==> src/rtl/sample_uart_framer_if.sv <==
// UART transmit handshake between the sample framer (master) and the UART TX (slave).
`timescale 1ns/1ps

interface sample_uart_framer_if;
  logic       tx_ready;
  logic       tx_send;
  logic [7:0] tx_data;

  modport master (input tx_ready, output tx_send, output tx_data);
  modport slave  (output tx_ready, input tx_send, input tx_data);
endinterface

==> src/rtl/sample_uart_framer.sv <==
// Buffers ADC samples in a FIFO and streams whole frames to the UART:
// SYNC, sequence number, big-endian sample bytes, then an 8-bit checksum.
`timescale 1ns/1ps

module sample_uart_framer #(
  parameter int          SAMPLE_W  = 12,
  parameter int          DEPTH     = 16,
  parameter int          FRAME_LEN = 8,
  parameter logic [7:0]  SYNC_BYTE = 8'hA5
) (
  input  logic                     clk,
  input  logic                     reset_b,
  input  logic [SAMPLE_W-1:0]      sample_in,
  input  logic                     sample_valid,
  input  logic                     data_logging,
  input  logic                     clear_ovf,
  sample_uart_framer_if.master     tx,
  output logic [$clog2(DEPTH):0]   fifo_count,
  output logic                     overflow,
  output logic                     busy
);

  localparam int PTR_W = $clog2(DEPTH);
  localparam int CNT_W = PTR_W + 1;
  localparam int IDX_W = $clog2(FRAME_LEN + 1);

  typedef enum logic [2:0] {
    S_IDLE,
    S_SYNC,
    S_SEQ,
    S_HI,
    S_LO,
    S_CSUM
  } state_t;

  state_t            state;
  logic [7:0]        seq;
  logic [7:0]        checksum;
  logic              outstanding;
  logic              seen_low;
  logic [IDX_W-1:0]  sample_idx;

  logic [15:0]       mem [DEPTH];
  logic [PTR_W-1:0]  wr_ptr;
  logic [PTR_W-1:0]  rd_ptr;

  logic              fire;
  logic              push;
  logic              pop;
  logic              drop;
  logic              full;
  logic [15:0]       head;
  logic [15:0]       sample_word;
  logic [7:0]        next_byte;

  // A byte goes out only when the UART is ready and the previous byte has
  // been seen to start (ready low) and finish (ready high again).
  assign fire = (state != S_IDLE) && tx.tx_ready && !outstanding;
  assign pop  = fire && (state == S_LO);
  assign full = (fifo_count == CNT_W'(DEPTH));
  assign push = sample_valid && data_logging && (!full || pop);
  assign drop = sample_valid && data_logging && full && !pop;
  assign head = mem[rd_ptr];

  // NOTE: every always_comb output gets a default first so no latch is inferred.
  always_comb begin
    sample_word = '0;
    sample_word[SAMPLE_W-1:0] = sample_in;
  end

  always_comb begin
    next_byte = '0;
    case (state)
      S_SYNC:  next_byte = SYNC_BYTE;
      S_SEQ:   next_byte = seq;
      S_HI:    next_byte = head[15:8];
      S_LO:    next_byte = head[7:0];
      S_CSUM:  next_byte = checksum;
      default: next_byte = '0;
    endcase
  end

  // NOTE: sample storage has no reset; only pointers and count define its contents.
  always_ff @(posedge clk) begin
    if (push) mem[wr_ptr] <= sample_word;
  end

  // NOTE: sequential state uses non-blocking assignments so all registers update together.
  always_ff @(posedge clk or posedge reset_b) begin
    if (reset_b) begin
      wr_ptr     <= '0;
      rd_ptr     <= '0;
      fifo_count <= '0;
      overflow   <= 1'b0;
    end else begin
      if (push) wr_ptr <= wr_ptr + PTR_W'(1);
      if (pop)  rd_ptr <= rd_ptr + PTR_W'(1);
      case ({push, pop})
        2'b10:   fifo_count <= fifo_count + CNT_W'(1);
        2'b01:   fifo_count <= fifo_count - CNT_W'(1);
        default: fifo_count <= fifo_count;
      endcase
      // A drop in the same cycle as a clear leaves the flag set.
      if (drop)           overflow <= 1'b1;
      else if (clear_ovf) overflow <= 1'b0;
    end
  end

  always_ff @(posedge clk or posedge reset_b) begin
    if (reset_b) begin
      state       <= S_IDLE;
      seq         <= '0;
      checksum    <= '0;
      outstanding <= 1'b0;
      seen_low    <= 1'b0;
      sample_idx  <= '0;
      busy        <= 1'b0;
      tx.tx_send  <= 1'b0;
      tx.tx_data  <= '0;
    end else begin
      tx.tx_send <= 1'b0;

      if (outstanding) begin
        if (!tx.tx_ready) begin
          seen_low <= 1'b1;
        end else if (seen_low) begin
          outstanding <= 1'b0;
          seen_low    <= 1'b0;
        end
      end

      if (fire) begin
        tx.tx_send  <= 1'b1;
        tx.tx_data  <= next_byte;
        outstanding <= 1'b1;
        seen_low    <= 1'b0;
      end

      case (state)
        S_IDLE: begin
          // Frames start on queue depth alone, so queued data drains even after logging stops.
          if (fifo_count >= CNT_W'(FRAME_LEN)) begin
            state    <= S_SYNC;
            busy     <= 1'b1;
            checksum <= '0;
          end
        end
        S_SYNC: begin
          if (fire) state <= S_SEQ;
        end
        S_SEQ: begin
          if (fire) begin
            checksum <= checksum + seq;
            state    <= S_HI;
          end
        end
        S_HI: begin
          if (fire) begin
            checksum <= checksum + head[15:8];
            state    <= S_LO;
          end
        end
        S_LO: begin
          if (fire) begin
            checksum <= checksum + head[7:0];
            if (sample_idx == IDX_W'(FRAME_LEN - 1)) begin
              sample_idx <= '0;
              state      <= S_CSUM;
            end else begin
              sample_idx <= sample_idx + IDX_W'(1);
              state      <= S_HI;
            end
          end
        end
        S_CSUM: begin
          if (fire) begin
            seq   <= seq + 8'd1;
            busy  <= 1'b0;
            state <= S_IDLE;
          end
        end
        default: begin
          state <= S_IDLE;
          busy  <= 1'b0;
        end
      endcase
    end
  end

endmodule

==> src/flat_wrapper.sv <==
// flat-port wrapper written by rule: the top's interface ports become plain ports
module sample_uart_framer_flat 
#(
  parameter int          SAMPLE_W  = 12,
  parameter int          DEPTH     = 16,
  parameter int          FRAME_LEN = 8,
  parameter logic [7:0]  SYNC_BYTE = 8'hA5
)
  (clk, reset_b, sample_in, sample_valid, data_logging, clear_ovf, fifo_count, overflow, busy, tx_tx_ready, tx_tx_send, tx_tx_data);
  sample_uart_framer_if tx_i ();
  input  logic clk;
  input  logic reset_b;
  input  logic [SAMPLE_W-1:0] sample_in;
  input  logic sample_valid;
  input  logic data_logging;
  input  logic clear_ovf;
  output logic [$clog2(DEPTH):0] fifo_count;
  output logic overflow;
  output logic busy;
  input wire logic [$bits(tx_i.tx_ready)-1:0] tx_tx_ready;
  output wire logic [$bits(tx_i.tx_send)-1:0] tx_tx_send;
  output wire logic [$bits(tx_i.tx_data)-1:0] tx_tx_data;
  assign tx_i.tx_ready = tx_tx_ready;
  assign tx_tx_send = tx_i.tx_send;
  assign tx_tx_data = tx_i.tx_data;
  sample_uart_framer #(.SAMPLE_W(SAMPLE_W), .DEPTH(DEPTH), .FRAME_LEN(FRAME_LEN), .SYNC_BYTE(SYNC_BYTE)) u_core (.clk(clk), .reset_b(reset_b), .sample_in(sample_in), .sample_valid(sample_valid), .data_logging(data_logging), .clear_ovf(clear_ovf), .tx(tx_i), .fifo_count(fifo_count), .overflow(overflow), .busy(busy));
endmodule
==> config.mk <==
export PLATFORM = sky130hd
export DESIGN_NAME = sample_uart_framer_flat
export DESIGN_NICKNAME = d
export VERILOG_FILES = /design/src/rtl/sample_uart_framer_if.sv /design/src/rtl/sample_uart_framer.sv /design/src/flat_wrapper.sv
export SDC_FILE = /design/constraint.sdc
export NUM_CORES = 1
export LEC_CHECK = 0
export ABC_AREA = 1
export BUFFER_PORTS_ARGS = -buffer_cell sky130_fd_sc_hd__buf_4
export CAP_MARGIN = 10
export CORE_MARGIN = 2
export CORE_UTILIZATION = 48
export CTS_CLUSTER_SIZE = 12
export DETAILED_ROUTE_END_ITERATION = 12
export PLACE_DENSITY = 0.68
export RECOVER_POWER = 50
export SLEW_MARGIN = 10
export SYNTH_ARGS = -nofsm -noshare
export SYNTH_HDL_FRONTEND = slang
export SYNTH_SLANG_ARGS = --single-unit
==> constraint.sdc <==
create_clock -name clk -period 6.35 [get_ports clk]
set_clock_uncertainty 0.2 [all_clocks]
set_input_delay 0.635 -clock clk [delete_from_list [all_inputs] [get_ports clk]]
set_output_delay 0.635 -clock clk [all_outputs]
set_load 0.01 [all_outputs]
==> results of run 1 <==
layer usage:
metal  track usage (%)  wire (microns)  vias up
li1                  -               -     3338
met1              29.9           10900     3341
met2              31.1           10700      219
met3              3.21            1390       51
met4              6.26             662        0
met5                 0               0        -
how the worst min path moves through the flow:
stage / from / end / slack [ps] / cells after the start
floorplan: u_core.seen_low$_DFFE_PP0P_ / u_core.outstanding$_DFF_PP0_ / 240 / 1
global placement: u_core.seen_low$_DFFE_PP0P_ / u_core.outstanding$_DFF_PP0_ / 250 / 1
finish: clear_ovf / u_core.overflow$_DFFE_PP0P_ / 110 / 2
CTS: clear_ovf / u_core.overflow$_DFFE_PP0P_ / 90 / 2
global route: clear_ovf / u_core.overflow$_DFFE_PP0P_ / 110 / 2
detailed placement: u_core.tx.tx_data[2]$_DFFE_PP0P_ / u_core.tx.tx_data[2]$_DFFE_PP0P_ / 270 / 2
cells in the mapped netlist, drive strengths merged (3+ instances only):
master  count  area, sq um
a21o        4         30.0
a21oi      16         80.1
a31oi       3         18.8
buf        26          183
clkbuf     14         53.8
dfrtp      49         1230
edfxtp    192         5770
ha         17          213
inv        67          259
nand2     116          489
nand3      49          268
nand4       4         40.0
nor2      164          636
nor3        6         35.0
o211ai     49          368
o21ai     121          609
o22ai       3         18.8
xor2       20          175
critical path, delay by kind of cell (launching register included):
| kind | cells | cell delay (ps) |
|---|---|---|
| flip-flops | 1 | 400 |
| AND/OR/NAND/NOR | 7 | 2220 |
| buffers and inverters | 3 | 750 |
layout make-up:
| cell class | count | area (sq um) |
|---|---|---|
| flip-flops and latches | 241 | 6990 |
| inverters | 68 | 259 |
| fillers | 1882 | 9910 |
| multi-input cells | 583 | 3090 |
| clock buffers | 41 | 767 |
| clock inverters | 7 | 95.1 |
| repair buffers | 45 | 293 |
| well taps | 280 | 350 |
sequential cells by signal (all words and copies together), names as in the netlist:
signal / count
u_core.seen_low: 1
u_core.outstanding: 1
u_core.rd_ptr: 4
u_core.sample_idx: 4
u_core.mem: 192
u_core.checksum: 8
u_core.seq: 8
u_core.overflow: 1
u_core.fifo_count: 5
u_core.tx.tx_send: 1
u_core.wr_ptr: 4
u_core.tx.tx_data: 8
u_core.state: 3
u_core.busy: 1
kinds of logic after synthesis:
logic type,count (synthesis),synth area share (%)
and+or+nand+nor,341,14.0
buffers and inverters,108,4.72
xor gates and xnor gates,21,1.74
AOI/OAI and AO/OA,202,11.1
adders and majority gates,19,2.39
DFF,241,66.1
power by group through the flow:
stage | combinational, mW | clock [mW] | sequential [mW]
4_1_cts | 1.59 | 1.52 | 2.00
3_3_place_gp | 1.56 | 0 | 2.03
5_1_grt | 1.76 | 1.59 | 2.02
2_1_floorplan | 1.12 | 0 | 2.01
3_5_place_dp | 1.58 | 0 | 2.03
6_report | 1.57 | 1.50 | 2.00
metrics by stage:
step / area, sq um / instances / hold slack [ps]
floorplan: 10600 / 932 / 242
global placement: 11100 / 1217 / 250
detailed placement: 11100 / 1217 / 268
CTS: 11900 / 1265 / 92.2
global route: 11800 / 1265 / 109
finish: 11800 / 1265 / 106
==> metrics.cfg, run 1 <==
[placement]
place_ws_ps=2670
gpl.final_weighted_congestion=0.846
placement.io_buffers=33
final_hpwl_from_detailed_placement_microns=13900

[synthesis]
average_instance_area_after_synthesis_sq_um=11.4
yosysWarningCount=0
post_synth_instance_area_sq_mm=0.0106
post_synth_num_cell_types=45
ys_seq_area_share_pct=66.1
yosys_register_bits=241
asyncSetResetFlopFracSynth_pct=20.3
dominantRegCellSynth=edfxtp_1
netlist_instances=932
mappedNetlistNets=969
number_of_enable_type_register_cells_in_the_synthesized_netlist=192

[worst_setup_path]
worst_r2r_end=u_core.mem[12][7]$_DFFE_PP_
setup.worst_path.start_class=register
worstRegToRegCells=10
crit_path_start=u_core.state[2]$_DFFE_PP0P_
setup.reg_to_reg.worst_slack_ps=2380
worst_setup_path_endpoint=u_core.mem[12][7]$_DFFE_PP_
cp_slowest_cell=nor2_2
required_ps=6290
reg2reg_from=u_core.state[2]$_DFFE_PP0P_
arrival_ps=3910
timing.critical_path.slowest_cell_delay_ps=800
worst-setup-path-type=reg -> reg
setup.worst_path.end_class=register
crit_path_cell_trace=inv_1, nand2_4, nand3_1, clkinvlp_2, nand2_1, nand3_1, nand2_4, inv_4, nand2_1, nor2_2
crit_path_max_fanout=16

[worst_hold_path]
worst_hold_path_class=in -> reg

[clocking]
cts.sink_count=241
buffer_cell_driving_the_clock_tree_root=clkbuf_16
worstSkewPairLatency_ps=530
cts_buffer_depth=3
cts.htree.levels=1
post_cts.repair.setup_buffers=0
post_cts_resized=0
cts_made_buffers=26
cts_tree=built
ctsHoldBuffers=0
cts.clk_slew.worst_paths_ps=60

[global_route]
initial_antenna_violation_count=0
first_pass_grt_wire_length_microns=37100
grt_max_degree=99
grtUsageTotal_pct=20.2
grt.overflow.total=0
grt_pass1_vias=6518

[cells_and_area]
post-route-util_pct=54.5
antenna_diode_instance_count=0
layout_commonest_cell=edfxtp_1
drive_above_1_share_pct=11.5
area.growth.synth_to_final_pct=12.0
finalNetCount=1002
most-common-layout-cells=edfxtp_1 (192), nor2_1 (148), nand2_1 (110), o21ai_0 (110), inv_1 (56)

[pwr]
post-layout-total-power_mw=5.07
power_per_cell_area_mw_per_mm2=428
irDropWorstVdd_mv=0.287
p_int_mw=3.31
cellLeakagePower_nw=4.44
power.sequential.fraction_pct=39.5
sw_frac_of_total_pct=34.7
p_sw_mw=1.76
power.share.clock_pct=29.5
comb_power_share_pct=31.0

[flow_run]
max_cap_violations=1

[timing]
timing_limited_maximum_frequency_ghz=0.252
timing.final.max_slew_violations=50
least_margin_pin_slew_ps=1890
post-route-min-period_ps=3970
setup_total_negative_slack_ps=0
setup_ws_ps=2380
slew_headroom_pct=-26.1
finalSetupViolCount=0
unrepaired_setup_endpoints_after_global_routing=false
report.final.hold_viol_count=0
final.period_utilization_pct=62.5

[floorplanning]
width_of_the_die_microns=152
effective_utilization_at_floorplan_pct=48.6
floorplan.io_pins=34
core_sq_mm=0.0218
die_area_sq_mm=0.0232
placementRows=54
die_h_microns=152

[detailed_routing]
drt_iter0_drc=639
detail_route.wirelength_microns=23600
drt-pass1-iter-count=5
routed-via-count=6949
detail_route.wl_per_cell_microns=18.7
postRouteAntennaNets=0
post-route-drc-count=0
detail_route.vias_per_cell=5.49

[outcome]
run_status=complete, but fails checks
failing_checks=max-capacitance violations, max-slew violations

Note: power is estimated with default switching activity, not from simulation.
==> run 2, diff against run 1 <==
clock period = 3.9 ns   (was 6.35 ns; I/O delays follow)
==> run 2 against run 1 <==
  * Register-to-register slack worse by 1900 ps
  * Sequential share of layout area is 0.82 points lower
  * First-iteration DRC count is 12% higher
  * Total power is 59% higher
  * Sequential cell count stayed put
  * Combinational power is 66% higher
  * The run still ends with max-capacitance violations, max-slew violations left
  * Sequential power is 62% higher
  * Cell count is 2.1% higher
==> metrics.cfg, run 2 (synthesized netlist as in run 1, its figures left out) <==
[outcome]
run_status=complete, but fails checks
failing_checks=max-capacitance violations, max-slew violations

[worst_setup_path]
cp_slowest_cell=nor2_1
setup.worst_path.end_class=register
required_ps=3950  ; -2340 ps
timing.critical_path.slowest_cell_delay_ps=650  ; -150 ps
crit_path_cell_trace=nor2_1, nand2_4, nand3_1, inv_6, nand2_8, nand3_2, nand2_4, inv_4, nand2_1, nor2_1, buf_4
arrival_ps=3470  ; -440 ps
setup.worst_path.start_class=register
worst-setup-path-type=reg -> reg
crit_path_max_fanout=16  ; unchanged

[detailed_routing]
detail_route.wl_per_cell_microns=18.7  ; -0.16%
routed-via-count=7168  ; +3.2%
drt-pass1-iter-count=5  ; unchanged
post-route-drc-count=0  ; unchanged
detail_route.wirelength_microns=24100  ; +2.0%
detail_route.vias_per_cell=5.55  ; +1.0%
drt_iter0_drc=713  ; +12%
postRouteAntennaNets=0  ; unchanged

[cells_and_area]
layout_commonest_cell=edfxtp_1
largest_register_ff_count=192  ; unchanged
most-common-layout-cells=edfxtp_1 (192), nor2_1 (159), o21ai_0 (110), nand2_1 (108), inv_1 (55)
fillCellCount=1873  ; -0.48%
area.growth.synth_to_final_pct=13.6
finalNetCount=1034  ; +3.2%
antenna_diode_instance_count=0  ; unchanged
drive_above_1_share_pct=10.5  ; -1.0 points
final-instance-count-excl-fill=1292  ; +2.1%
top_register=u_core.mem
final_area_sq_mm=0.0120  ; +1.4%

[placement]
final_hpwl_from_detailed_placement_microns=14500  ; +5.0%
detailed_place.area_sq_mm=0.0112  ; +1.1%
instance_count_after_placement_with_tap_cells_included=1233  ; +1.3%
gpl.final_weighted_congestion=0.835  ; -1.4%
placement.io_buffers=33  ; unchanged

[pwr]
irDropWorstVdd_mv=0.375  ; +31%
comb_power_share_pct=32.2  ; +1.2 points
p_int_mw=5.19  ; +57%
power.sequential.fraction_pct=40.3  ; +0.8 points
power_per_cell_area_mw_per_mm2=672  ; +57%
p_sw_mw=2.88  ; +64%
power.share.clock_pct=27.5  ; -2.0 points
cellLeakagePower_nw=4.52  ; +1.8%
sw_frac_of_total_pct=35.7  ; +0.97 points

[floorplanning]
floorplan.io_pins=34  ; unchanged
effective_utilization_at_floorplan_pct=48.6  ; unchanged
placementRows=54  ; unchanged
die_area_sq_mm=0.0232  ; unchanged
core_sq_mm=0.0218  ; unchanged
die_h_microns=152  ; unchanged
width_of_the_die_microns=152  ; unchanged

[clocking]
cts_made_buffers=26  ; unchanged
post_cts.repair.setup_buffers=0  ; unchanged
cts_buffer_depth=3  ; unchanged
cts_tree=built
worstSkewPairLatency_ps=540  ; about the same
cts.clk_slew.worst_paths_ps=60  ; about the same
cts.htree.levels=1  ; unchanged
cts.sink_count=241  ; unchanged
buffer_cell_driving_the_clock_tree_root=clkbuf_16

[timing]
report.final.hold_viol_count=0  ; unchanged
final.period_utilization_pct=87.8  ; +25 points
finalSetupViolCount=0  ; unchanged
slew_headroom_pct=-26.1  ; +0.057 points
post-route-min-period_ps=3420  ; -548 ps
least_margin_pin_slew_ps=1890  ; -0.852 ps
timing.final.max_slew_violations=50  ; unchanged
setup_total_negative_slack_ps=0  ; unchanged
unrepaired_setup_endpoints_after_global_routing=false
timing_limited_maximum_frequency_ghz=0.292  ; +16%

[global_route]
grt_pass1_vias=6734  ; +3.3%
first_pass_grt_wire_length_microns=37600  ; +1.4%
grtUsageTotal_pct=20.5  ; +0.29 points
initial_antenna_violation_count=0  ; unchanged
grt.overflow.total=0  ; unchanged
grt_max_degree=76  ; -23%

[flow_run]
max_cap_violations=1  ; unchanged

[worst_hold_path]
worst_hold_path_class=in -> reg

## run 2: cell count changes in the layout (fill, tap and decap cells not counted), sizes merged
cell and change:
buf +3, bufinv -2, clkbuf +6, clkinv +3, clkinvlp -1, dlygate4sd3 +16
inv +2
## run 2: cell type report
type	count	area, sq um	share of cell area (%)
inverter	68	263	2.19
sequential	241	6990	58.2
tap	280	350	2.92
multi-input combinational	583	3080	25.7
timing repair buffer	77	549	4.57
clock inverter	9	72.6	0.604
clock buffer	34	701	5.83
## run 2: power by group through the flow
stage | Clock (mW) | Sequential (mW) | Combinational, mW
finish | 2.22 | 3.25 | 2.60
global placement | 0 | 3.29 | 2.58
global route | 2.36 | 3.28 | 2.91
CTS | 2.26 | 3.25 | 2.65
detailed placement | 0 | 3.30 | 2.63
floorplan | 0 | 3.28 | 1.83
## run 2: per-layer routing
layer	up-vias	wire length, microns	global-route usage (%)
li1	3401	-	-
met2	228	11400	32.7
met4	0	838	7.36
met5	-	0	0
met1	3478	10500	29.0
met3	61	1340	3.07
## run 2: what timing repair did
action	in CTS	in global routing
resized for setup	0	0
hold buffers	16	0
hold endpoints to repair	244	0
endpoints found under the setup margin	0	0
## run 2: through the flow
step	hold WS, ps	worst slack, ps	utilization, %	power (mW)
after global routing	200	134	55.2	8.55
after floorplan	242	1010	-	5.10
final	171	478	55.2	8.07
after global placement	248	612	51.4	5.87
after CTS	164	534	55.7	8.16
after detailed placement	266	544	51.4	5.93
## run 2: final timing paths
kind / from / endpoint / slack [ps] / cells past startpoint
worst max-delay path: u_core.state[1]$_DFFE_PP0P_ / u_core.mem[14][4]$_DFFE_PP_ / 480 / 11
worst min-delay path: data_logging / u_core.wr_ptr[0]$_DFFE_PP0P_ / 170 / 5
worst max register to register: u_core.state[1]$_DFFE_PP0P_ / u_core.mem[14][4]$_DFFE_PP_ / 480 / 11
worst min register to register: u_core.seen_low$_DFFE_PP0P_ / u_core.outstanding$_DFF_PP0_ / 270 / 1
max in group asynchronous: reset_b / u_core.rd_ptr[0]$_DFFE_PP0P_ / 1430 / 3
min in group asynchronous: reset_b / u_core.fifo_count[1]$_DFFE_PP0P_ / 830 / 3
## run 2: critical path, delay by kind of cell, from the launching register on
family | cells | cell delay [ps]
AND/OR/NAND/NOR | 8 | 1780
buffers and inverters | 3 | 720
flip-flops | 1 | 440
